<file path="src/rtl/plic_multi_target.sv">
// rtl/plic_multi_target.sv - multi-target PLIC register block with per-source gateways
// Level/edge gateways with edge-count buffering, per-target arbitration and claim/complete.
module plic_multi_target #(
    parameter int          SRC_NUM    = 31,
    parameter int          TGT_NUM    = 2,
    parameter int          PRIO_WIDTH = 3,
    parameter logic [31:0] BASE_ADDR  = 32'h9000_0000
) (
    input  logic               clk,
    input  logic               rstn,
    input  logic               if_reg_en,
    input  logic               if_reg_wr,
    input  logic [31:0]        if_reg_addr,
    input  logic [63:0]        if_reg_wdata,
    output logic [63:0]        reg_if_rdata,
    input  logic [SRC_NUM:0]   irq_src,
    output logic [TGT_NUM-1:0] irq_o,
    output logic [7:0]         claim_id_o
);

    typedef enum logic [1:0] {
        GW_IDLE    = 2'd0,
        GW_PEND    = 2'd1,
        GW_CLAIMED = 2'd2
    } gw_state_t;

    logic [31:0]           off;
    logic                  acc_wr;
    logic                  acc_rd;

    logic [PRIO_WIDTH-1:0] prio      [1:SRC_NUM];
    logic [SRC_NUM:1]      enable    [TGT_NUM];
    logic [PRIO_WIDTH-1:0] threshold [TGT_NUM];
    logic [SRC_NUM:1]      trig_mode;
    logic [SRC_NUM:1]      src_q;

    gw_state_t             gw_q      [1:SRC_NUM];
    gw_state_t             gw_d      [1:SRC_NUM];
    logic [1:0]            ecnt_q    [1:SRC_NUM];
    logic [1:0]            ecnt_d    [1:SRC_NUM];

    logic [SRC_NUM:1]      pend_vec;
    logic [SRC_NUM:1]      rise_vec;
    logic [SRC_NUM:1]      claim_vec;
    logic [SRC_NUM:1]      cmp_vec;
    logic [SRC_NUM:1]      trig_clr;
    logic [TGT_NUM-1:0]    claim_hit;
    logic [TGT_NUM-1:0]    cmp_hit;
    logic [7:0]            winner    [TGT_NUM];
    logic [PRIO_WIDTH-1:0] best_prio [TGT_NUM];

    logic                  unused_bits;

    assign off      = if_reg_addr - BASE_ADDR;
    assign acc_wr   = if_reg_en & if_reg_wr;
    assign acc_rd   = if_reg_en & ~if_reg_wr;
    assign rise_vec = irq_src[SRC_NUM:1] & ~src_q;
    assign trig_clr = (acc_wr && off == 32'h0000_1004) ? ~if_reg_wdata[SRC_NUM:1] : '0;
    assign unused_bits = ^{irq_src[0], if_reg_wdata[63:32]};

    always_comb begin
        for (int i = 1; i <= SRC_NUM; i++) begin
            pend_vec[i] = (gw_q[i] == GW_PEND);
        end
    end

    // claim and complete share one address per target; direction selects the action
    always_comb begin
        claim_hit = '0;
        cmp_hit   = '0;
        for (int t = 0; t < TGT_NUM; t++) begin
            claim_hit[t] = acc_rd && (off == 32'h0020_0004 + 32'(t) * 32'h1000);
            cmp_hit[t]   = acc_wr && (off == 32'h0020_0004 + 32'(t) * 32'h1000);
        end
    end

    // strict greater-than while scanning upward keeps the lowest id on ties
    always_comb begin
        for (int t = 0; t < TGT_NUM; t++) begin
            best_prio[t] = '0;
            winner[t]    = '0;
            for (int i = 1; i <= SRC_NUM; i++) begin
                if (pend_vec[i] && enable[t][i] && prio[i] > threshold[t]
                    && prio[i] > best_prio[t]) begin
                    best_prio[t] = prio[i];
                    winner[t]    = 8'(i);
                end
            end
        end
    end

    always_comb begin
        claim_vec = '0;
        cmp_vec   = '0;
        for (int i = 1; i <= SRC_NUM; i++) begin
            for (int t = 0; t < TGT_NUM; t++) begin
                if (claim_hit[t] && winner[t] == 8'(i)) begin
                    claim_vec[i] = 1'b1;
                end
                if (cmp_hit[t] && if_reg_wdata[7:0] == 8'(i) && enable[t][i]) begin
                    cmp_vec[i] = 1'b1;
                end
            end
        end
    end

    // a same-cycle edge is counted before the complete rule looks at ecnt
    always_comb begin
        for (int i = 1; i <= SRC_NUM; i++) begin
            gw_d[i]   = gw_q[i];
            ecnt_d[i] = ecnt_q[i];
            if (gw_q[i] != GW_IDLE && trig_mode[i] && rise_vec[i] && ecnt_q[i] != 2'd3) begin
                ecnt_d[i] = ecnt_q[i] + 2'd1;
            end
            case (gw_q[i])
                GW_IDLE: begin
                    if (trig_mode[i] ? rise_vec[i] : irq_src[i]) begin
                        gw_d[i] = GW_PEND;
                    end
                end
                GW_PEND: begin
                    if (claim_vec[i]) begin
                        gw_d[i] = GW_CLAIMED;
                    end
                end
                GW_CLAIMED: begin
                    if (cmp_vec[i]) begin
                        if (trig_mode[i] && ecnt_d[i] != 2'd0) begin
                            ecnt_d[i] = ecnt_d[i] - 2'd1;
                            gw_d[i]   = GW_PEND;
                        end else begin
                            gw_d[i] = GW_IDLE;
                        end
                    end
                end
                default: gw_d[i] = GW_IDLE;
            endcase
            if (trig_clr[i]) begin
                ecnt_d[i] = 2'd0;
            end
        end
    end

    always_ff @(posedge clk or negedge rstn) begin
        if (!rstn) begin
            for (int i = 1; i <= SRC_NUM; i++) begin
                gw_q[i]   <= GW_IDLE;
                ecnt_q[i] <= 2'd0;
            end
            src_q <= '0;
        end else begin
            for (int i = 1; i <= SRC_NUM; i++) begin
                gw_q[i]   <= gw_d[i];
                ecnt_q[i] <= ecnt_d[i];
            end
            src_q <= irq_src[SRC_NUM:1];
        end
    end

    always_ff @(posedge clk or negedge rstn) begin
        if (!rstn) begin
            for (int i = 1; i <= SRC_NUM; i++) begin
                prio[i] <= '0;
            end
            for (int t = 0; t < TGT_NUM; t++) begin
                enable[t]    <= '0;
                threshold[t] <= '0;
            end
            trig_mode <= '0;
        end else if (acc_wr) begin
            for (int i = 1; i <= SRC_NUM; i++) begin
                if (off == 32'(4 * i)) begin
                    prio[i] <= if_reg_wdata[PRIO_WIDTH-1:0];
                end
            end
            for (int t = 0; t < TGT_NUM; t++) begin
                if (off == 32'h0000_2000 + 32'(t) * 32'h80) begin
                    enable[t] <= if_reg_wdata[SRC_NUM:1];
                end
                if (off == 32'h0020_0000 + 32'(t) * 32'h1000) begin
                    threshold[t] <= if_reg_wdata[PRIO_WIDTH-1:0];
                end
            end
            if (off == 32'h0000_1004) begin
                trig_mode <= if_reg_wdata[SRC_NUM:1];
            end
        end
    end

    always_ff @(posedge clk or negedge rstn) begin
        if (!rstn) begin
            irq_o      <= '0;
            claim_id_o <= '0;
        end else begin
            for (int t = 0; t < TGT_NUM; t++) begin
                irq_o[t] <= (winner[t] != 8'd0);
                if (claim_hit[t]) begin
                    claim_id_o <= winner[t];
                end
            end
        end
    end

    always_comb begin
        reg_if_rdata = '0;
        if (acc_rd) begin
            for (int i = 1; i <= SRC_NUM; i++) begin
                if (off == 32'(4 * i)) begin
                    reg_if_rdata = 64'(prio[i]);
                end
            end
            if (off == 32'h0000_1000) begin
                reg_if_rdata = 64'({pend_vec, 1'b0});
            end
            if (off == 32'h0000_1004) begin
                reg_if_rdata = 64'({trig_mode, 1'b0});
            end
            for (int t = 0; t < TGT_NUM; t++) begin
                if (off == 32'h0000_2000 + 32'(t) * 32'h80) begin
                    reg_if_rdata = 64'({enable[t], 1'b0});
                end
                if (off == 32'h0020_0000 + 32'(t) * 32'h1000) begin
                    reg_if_rdata = 64'(threshold[t]);
                end
                if (claim_hit[t]) begin
                    reg_if_rdata = 64'(winner[t]);
                end
            end
        end
    end

endmodule

</file>
<file path="config.mk">
export PLATFORM = sky130hd
export DESIGN_NAME = plic_multi_target
export DESIGN_NICKNAME = d
export VERILOG_FILES = /design/src/rtl/plic_multi_target.sv
export SDC_FILE = /design/constraint.sdc
export NUM_CORES = 2
export LEC_CHECK = 0
export BUFFER_PORTS_ARGS = -buffer_cell sky130_fd_sc_hd__buf_2
export CORE_ASPECT_RATIO = 0.6
export CORE_MARGIN = 10
export CORE_UTILIZATION = 60
export CTS_CLUSTER_SIZE = 24
export DETAILED_ROUTE_END_ITERATION = 12
export PLACE_DENSITY_LB_ADDON = 0.2
export SLEW_MARGIN = 5
export SYNTH_ARGS = -nofsm -noshare
export SYNTH_HDL_FRONTEND = slang
export SYNTH_SLANG_ARGS = --single-unit
</file>
<file path="constraint.sdc">
create_clock -name clk -period 49 [get_ports clk]
set_clock_uncertainty 0.05 [all_clocks]
set_input_delay 4.9 -clock clk [delete_from_list [all_inputs] [get_ports clk]]
set_output_delay 4.9 -clock clk [all_outputs]
set_load 0.05 [all_outputs]
</file>
==> results.txt <==
The critical path's largest stage delay is 0.48 ns. The starting utilization of the core area is 0.611. The time the worst path needs with I/O delays and setup came out at 47.25 ns. The number of antenna violations at the first check in global routing is 7. The via-per-instance ratio is 6.96. The share of the cycle needed by the critical path after routing came out at 0.964. The hold-critical path depth is 1. The routed wire length is 121 mm. VDD sags by at most 24.2 uV. The via count of the first global-routing pass is 29100. Headroom to the max-slew limit came out at 0.118. Row generation in the floorplan step produced 65 rows. The nature of the critical path endpoint is an output pin. The number of instances in the synthesized netlist is 3780. The mean post-synth cell area came out at 8.56 um2. Measured on the finished design, the core utilization comes to 0.679.

In this run, the number of DRC markers left after iteration 0 of detailed routing was 4501. Of the post-synthesis cell area, the dominant cell type holds 0.274. The CTS H-tree depth came out at 2. Summed over all nets, the half-perimeter wirelength after detailed placement is 89.7 mm. The residual antenna-violating net count after detailed routing is 0.

The final max-slew violation count is 0. The clock latency on the worst-skew pair is 0.58 ns. The count of unique library cells instantiated by Yosys came out at 121. The startpoint class of the critical path is a flip-flop.

The number of nets in the layout is 4378. The average wire per standard cell came out at 26.0 um. The most area-hungry cell type in the Yosys netlist is sky130_fd_sc_hd__dfrtp_1. The leakage power summed over all cells is 16.0 nW. The final weighted congestion of routability-driven global placement is 1.10. The placeable core region is 0.0529 mm2.

Based on the critical path, the design can be clocked at up to 21.2 MHz. The commonest register cell after synthesis is sky130_fd_sc_hd__dfrtp_1. The die height came out at 200 um. The final count of hold timing violations is 0. In the global route stage, overall resource usage came out at 0.360. The category of the critical setup timing path is reg -> out. The slew at the pin closest to its max-slew limit is 1.31 ns. The commonest cells after synthesis are sky130_fd_sc_hd__nand2_1 (359), sky130_fd_sc_hd__dfrtp_1 (354), sky130_fd_sc_hd__ha_1 (326), sky130_fd_sc_hd__nor2_1 (318), sky130_fd_sc_hd__a21oi_1 (205). Of the cells placed in the final design, the portion with a size suffix greater than 1 is 0.171. The power density over cell area is 17.7 mW/mm2.

Data arrives at the worst endpoint at 42.30 ns. The highest-delay cell along the critical path is sky130_fd_sc_hd__dfrtp_2. The layout has 4357 filler cells. Counting the buffers created by CTS gives 38.

The hold-fix buffer count after cts came out at 0. The worst hold path belongs to the class reg -> reg. For this design the top-level I/O count stands at 206. Clock tree synthesis selected as its root buffer the cell sky130_fd_sc_hd__clkbuf_16.

In this run the most critical hold path is launched from gw_q[38]. Yosys printed 0 warnings. The flow ran to the end, and the final reports show no timing, DRC or antenna violations. The worst hold-check slack is 0.443 ns. The required time of the critical path came out at 44.05 ns. Adding up every negative setup slack in the final design gives 0 ns.

The count of maximum capacitance violations is 0. The final-report setup violation count came out at 0. Of all flip-flops after synthesis, the portion carrying an async set or reset was 1.00. The number of sinks on the clock net came out at 354. TritonCTS built the clock tree. The maximum fanout along the worst path is 8. In this run the horizontal extent of the chip is 320 um. The maximum clock insertion buffer count is 3. The depth of the worst register-to-register path is 202.

The routed layout has 32400 vias. The post-detailed-route DRC marker count is 0. The clock slew at the register clock pins of the worst setup and hold paths is 0.07 ns. The final total power came out at 635 uW.

Among the stages of the critical path, the cell type that occurs most often is sky130_fd_sc_hd__ha_1. The global-route wire length before repair came out at 179 mm. The die covers 0.0639 mm2. The number of enable flip-flop cells after synthesis is 0. In this run the worst setup path begins at prio[92]. The flip-flop and latch count after synthesis is 354. The remaining global-route overflow came out at 0. Entering global routing, the biggest net connects 104 pins. In the post-synthesis netlist, the cell with the most instances is sky130_fd_sc_hd__nand2_1. The area overhead of the layout relative to synthesis came out at 11.1%. The count of TritonRoute iterations in the first routing pass came out at 9. The post-synthesis instance area came out at 0.0324 mm2.

The part of the Yosys area used for sequential elements is 0.274. By area the synthesized netlist is led by sky130_fd_sc_hd__dfrtp_1 (27%), sky130_fd_sc_hd__ha_1 (13%), sky130_fd_sc_hd__mux2_2 (6.7%), sky130_fd_sc_hd__nand2_1 (4.2%), sky130_fd_sc_hd__nor2_1 (3.7%). The number of port buffers is 137. The worst reg2reg path startpoint is prio[90].
through the flow:
step                      std cells  cell area [um2]  setup WS [ns]
final                          4653            36000           1.75
after global routing           4653            36000         -0.257
after CTS                      4611            35100         0.0115
after detailed placement       4542            33700         -0.361
after global placement         4542            33700          0.257
after floorplan                3814            32500           3.58
area by class of cell:
cell class | count | area (um2) | area share
Multi-Input combinational cell | 3164 | 23000 | 0.640
Antenna cell | 1 | 2.50 | 0.0000696
Tap cell | 703 | 880 | 0.0245
Sequential cell | 354 | 8860 | 0.246
Timing Repair Buffer | 225 | 1370 | 0.0380
Clock inverter | 17 | 200 | 0.00557
Inverter | 137 | 514 | 0.0143
Clock buffer | 52 | 1100 | 0.0307
final timing paths:
path                                    to  slack, ns
setup reg to reg                  gw_q[58]       6.24
hold / removal                    gw_q[38]       0.44
max in group asynchronous       enable[22]      41.40
hold reg to reg                   gw_q[38]       0.44
setup / recovery           reg_if_rdata[4]       1.75
min in group asynchronous         prio[70]       4.34
critical path, delay by kind of cell, from the launching register on:
kind,cells,cell delay [ns]
multiplexers,8,2.74
buffers and inverters,7,0.95
AND/OR/NAND/NOR,79,11.40
AO/OA/AOI/OAI,72,14.37
flip-flops,1,0.48
adder cells (fa/ha/maj),39,11.69
cells in the final DEF, fill, tap and decap left out, types with 36 or more instances in the layout:
master,count
sky130_fd_sc_hd__nor4_1,42
sky130_fd_sc_hd__a211oi_1,44
sky130_fd_sc_hd__mux2_2,192
sky130_fd_sc_hd__o21ai_0,137
sky130_fd_sc_hd__dfrtp_1,353
sky130_fd_sc_hd__nand2_1,355
sky130_fd_sc_hd__nor2_1,301
sky130_fd_sc_hd__o21a_1,43
sky130_fd_sc_hd__and3_1,64
sky130_fd_sc_hd__ha_1,325
sky130_fd_sc_hd__a22oi_1,128
sky130_fd_sc_hd__a21o_1,54
sky130_fd_sc_hd__and2_1,53
sky130_fd_sc_hd__nor2b_1,88
sky130_fd_sc_hd__buf_4,89
sky130_fd_sc_hd__inv_1,136
sky130_fd_sc_hd__nand3_1,139
sky130_fd_sc_hd__nand2b_1,40
sky130_fd_sc_hd__nand3b_1,52
sky130_fd_sc_hd__mux2i_1,48
sky130_fd_sc_hd__buf_2,134
sky130_fd_sc_hd__nand4_1,36
sky130_fd_sc_hd__nor3_1,97
sky130_fd_sc_hd__a21oi_1,192
sky130_fd_sc_hd__clkbuf_16,39
layer usage:
| metal | global-route usage | part of all wire | vias up |
|---|---|---|---|
| met5 | 0 | 0.00034 | - |
| met4 | 0.118 | 0.038 | 8 |
| met3 | 0.119 | 0.15 | 279 |
| met2 | 0.505 | 0.40 | 2120 |
| met1 | 0.511 | 0.42 | 15400 |
| li1 | - | - | 14500 |
where the power goes:
group	switching [mW]	leakage, nW	internal, mW	total [mW]
clock	0.135	0.633	0.176	0.311
sequential	0.00121	4.56	0.294	0.295
combinational	0.0244	10.8	0.00506	0.0295
total	0.161	16.0	0.474	0.635
what timing repair did:
item | 4_1_cts | 5_1_grt
pin swaps | 0 | 34
setup buffers | 0 | 41
endpoints found under the setup margin | 5 | 5
resized for setup | 17 | 123
cells by family after synthesis:
| logic type | after synthesis | share of synthesized area |
|---|---|---|
| XOR/XNOR | 62 | 0.0168 |
| flip-flops | 354 | 0.274 |
| AND/OR/NAND/NOR | 1457 | 0.233 |
| buffers and inverters | 296 | 0.0393 |
| multiplexers | 243 | 0.0827 |
| adder cells (fa/ha/maj) | 342 | 0.131 |
| AO/OA/AOI/OAI | 1025 | 0.224 |
| other | 1 | 0.000116 |
registers in the layout, indices dropped and copies added (netlist names):
name	flops
enable	62
threshold	6
gw_q	62
prio	93
trig_mode	31
src_q	31
claim_id_o	5
irq_o	2
ecnt_q	62
No activity file was read; power rests on OpenSTA's default activity.
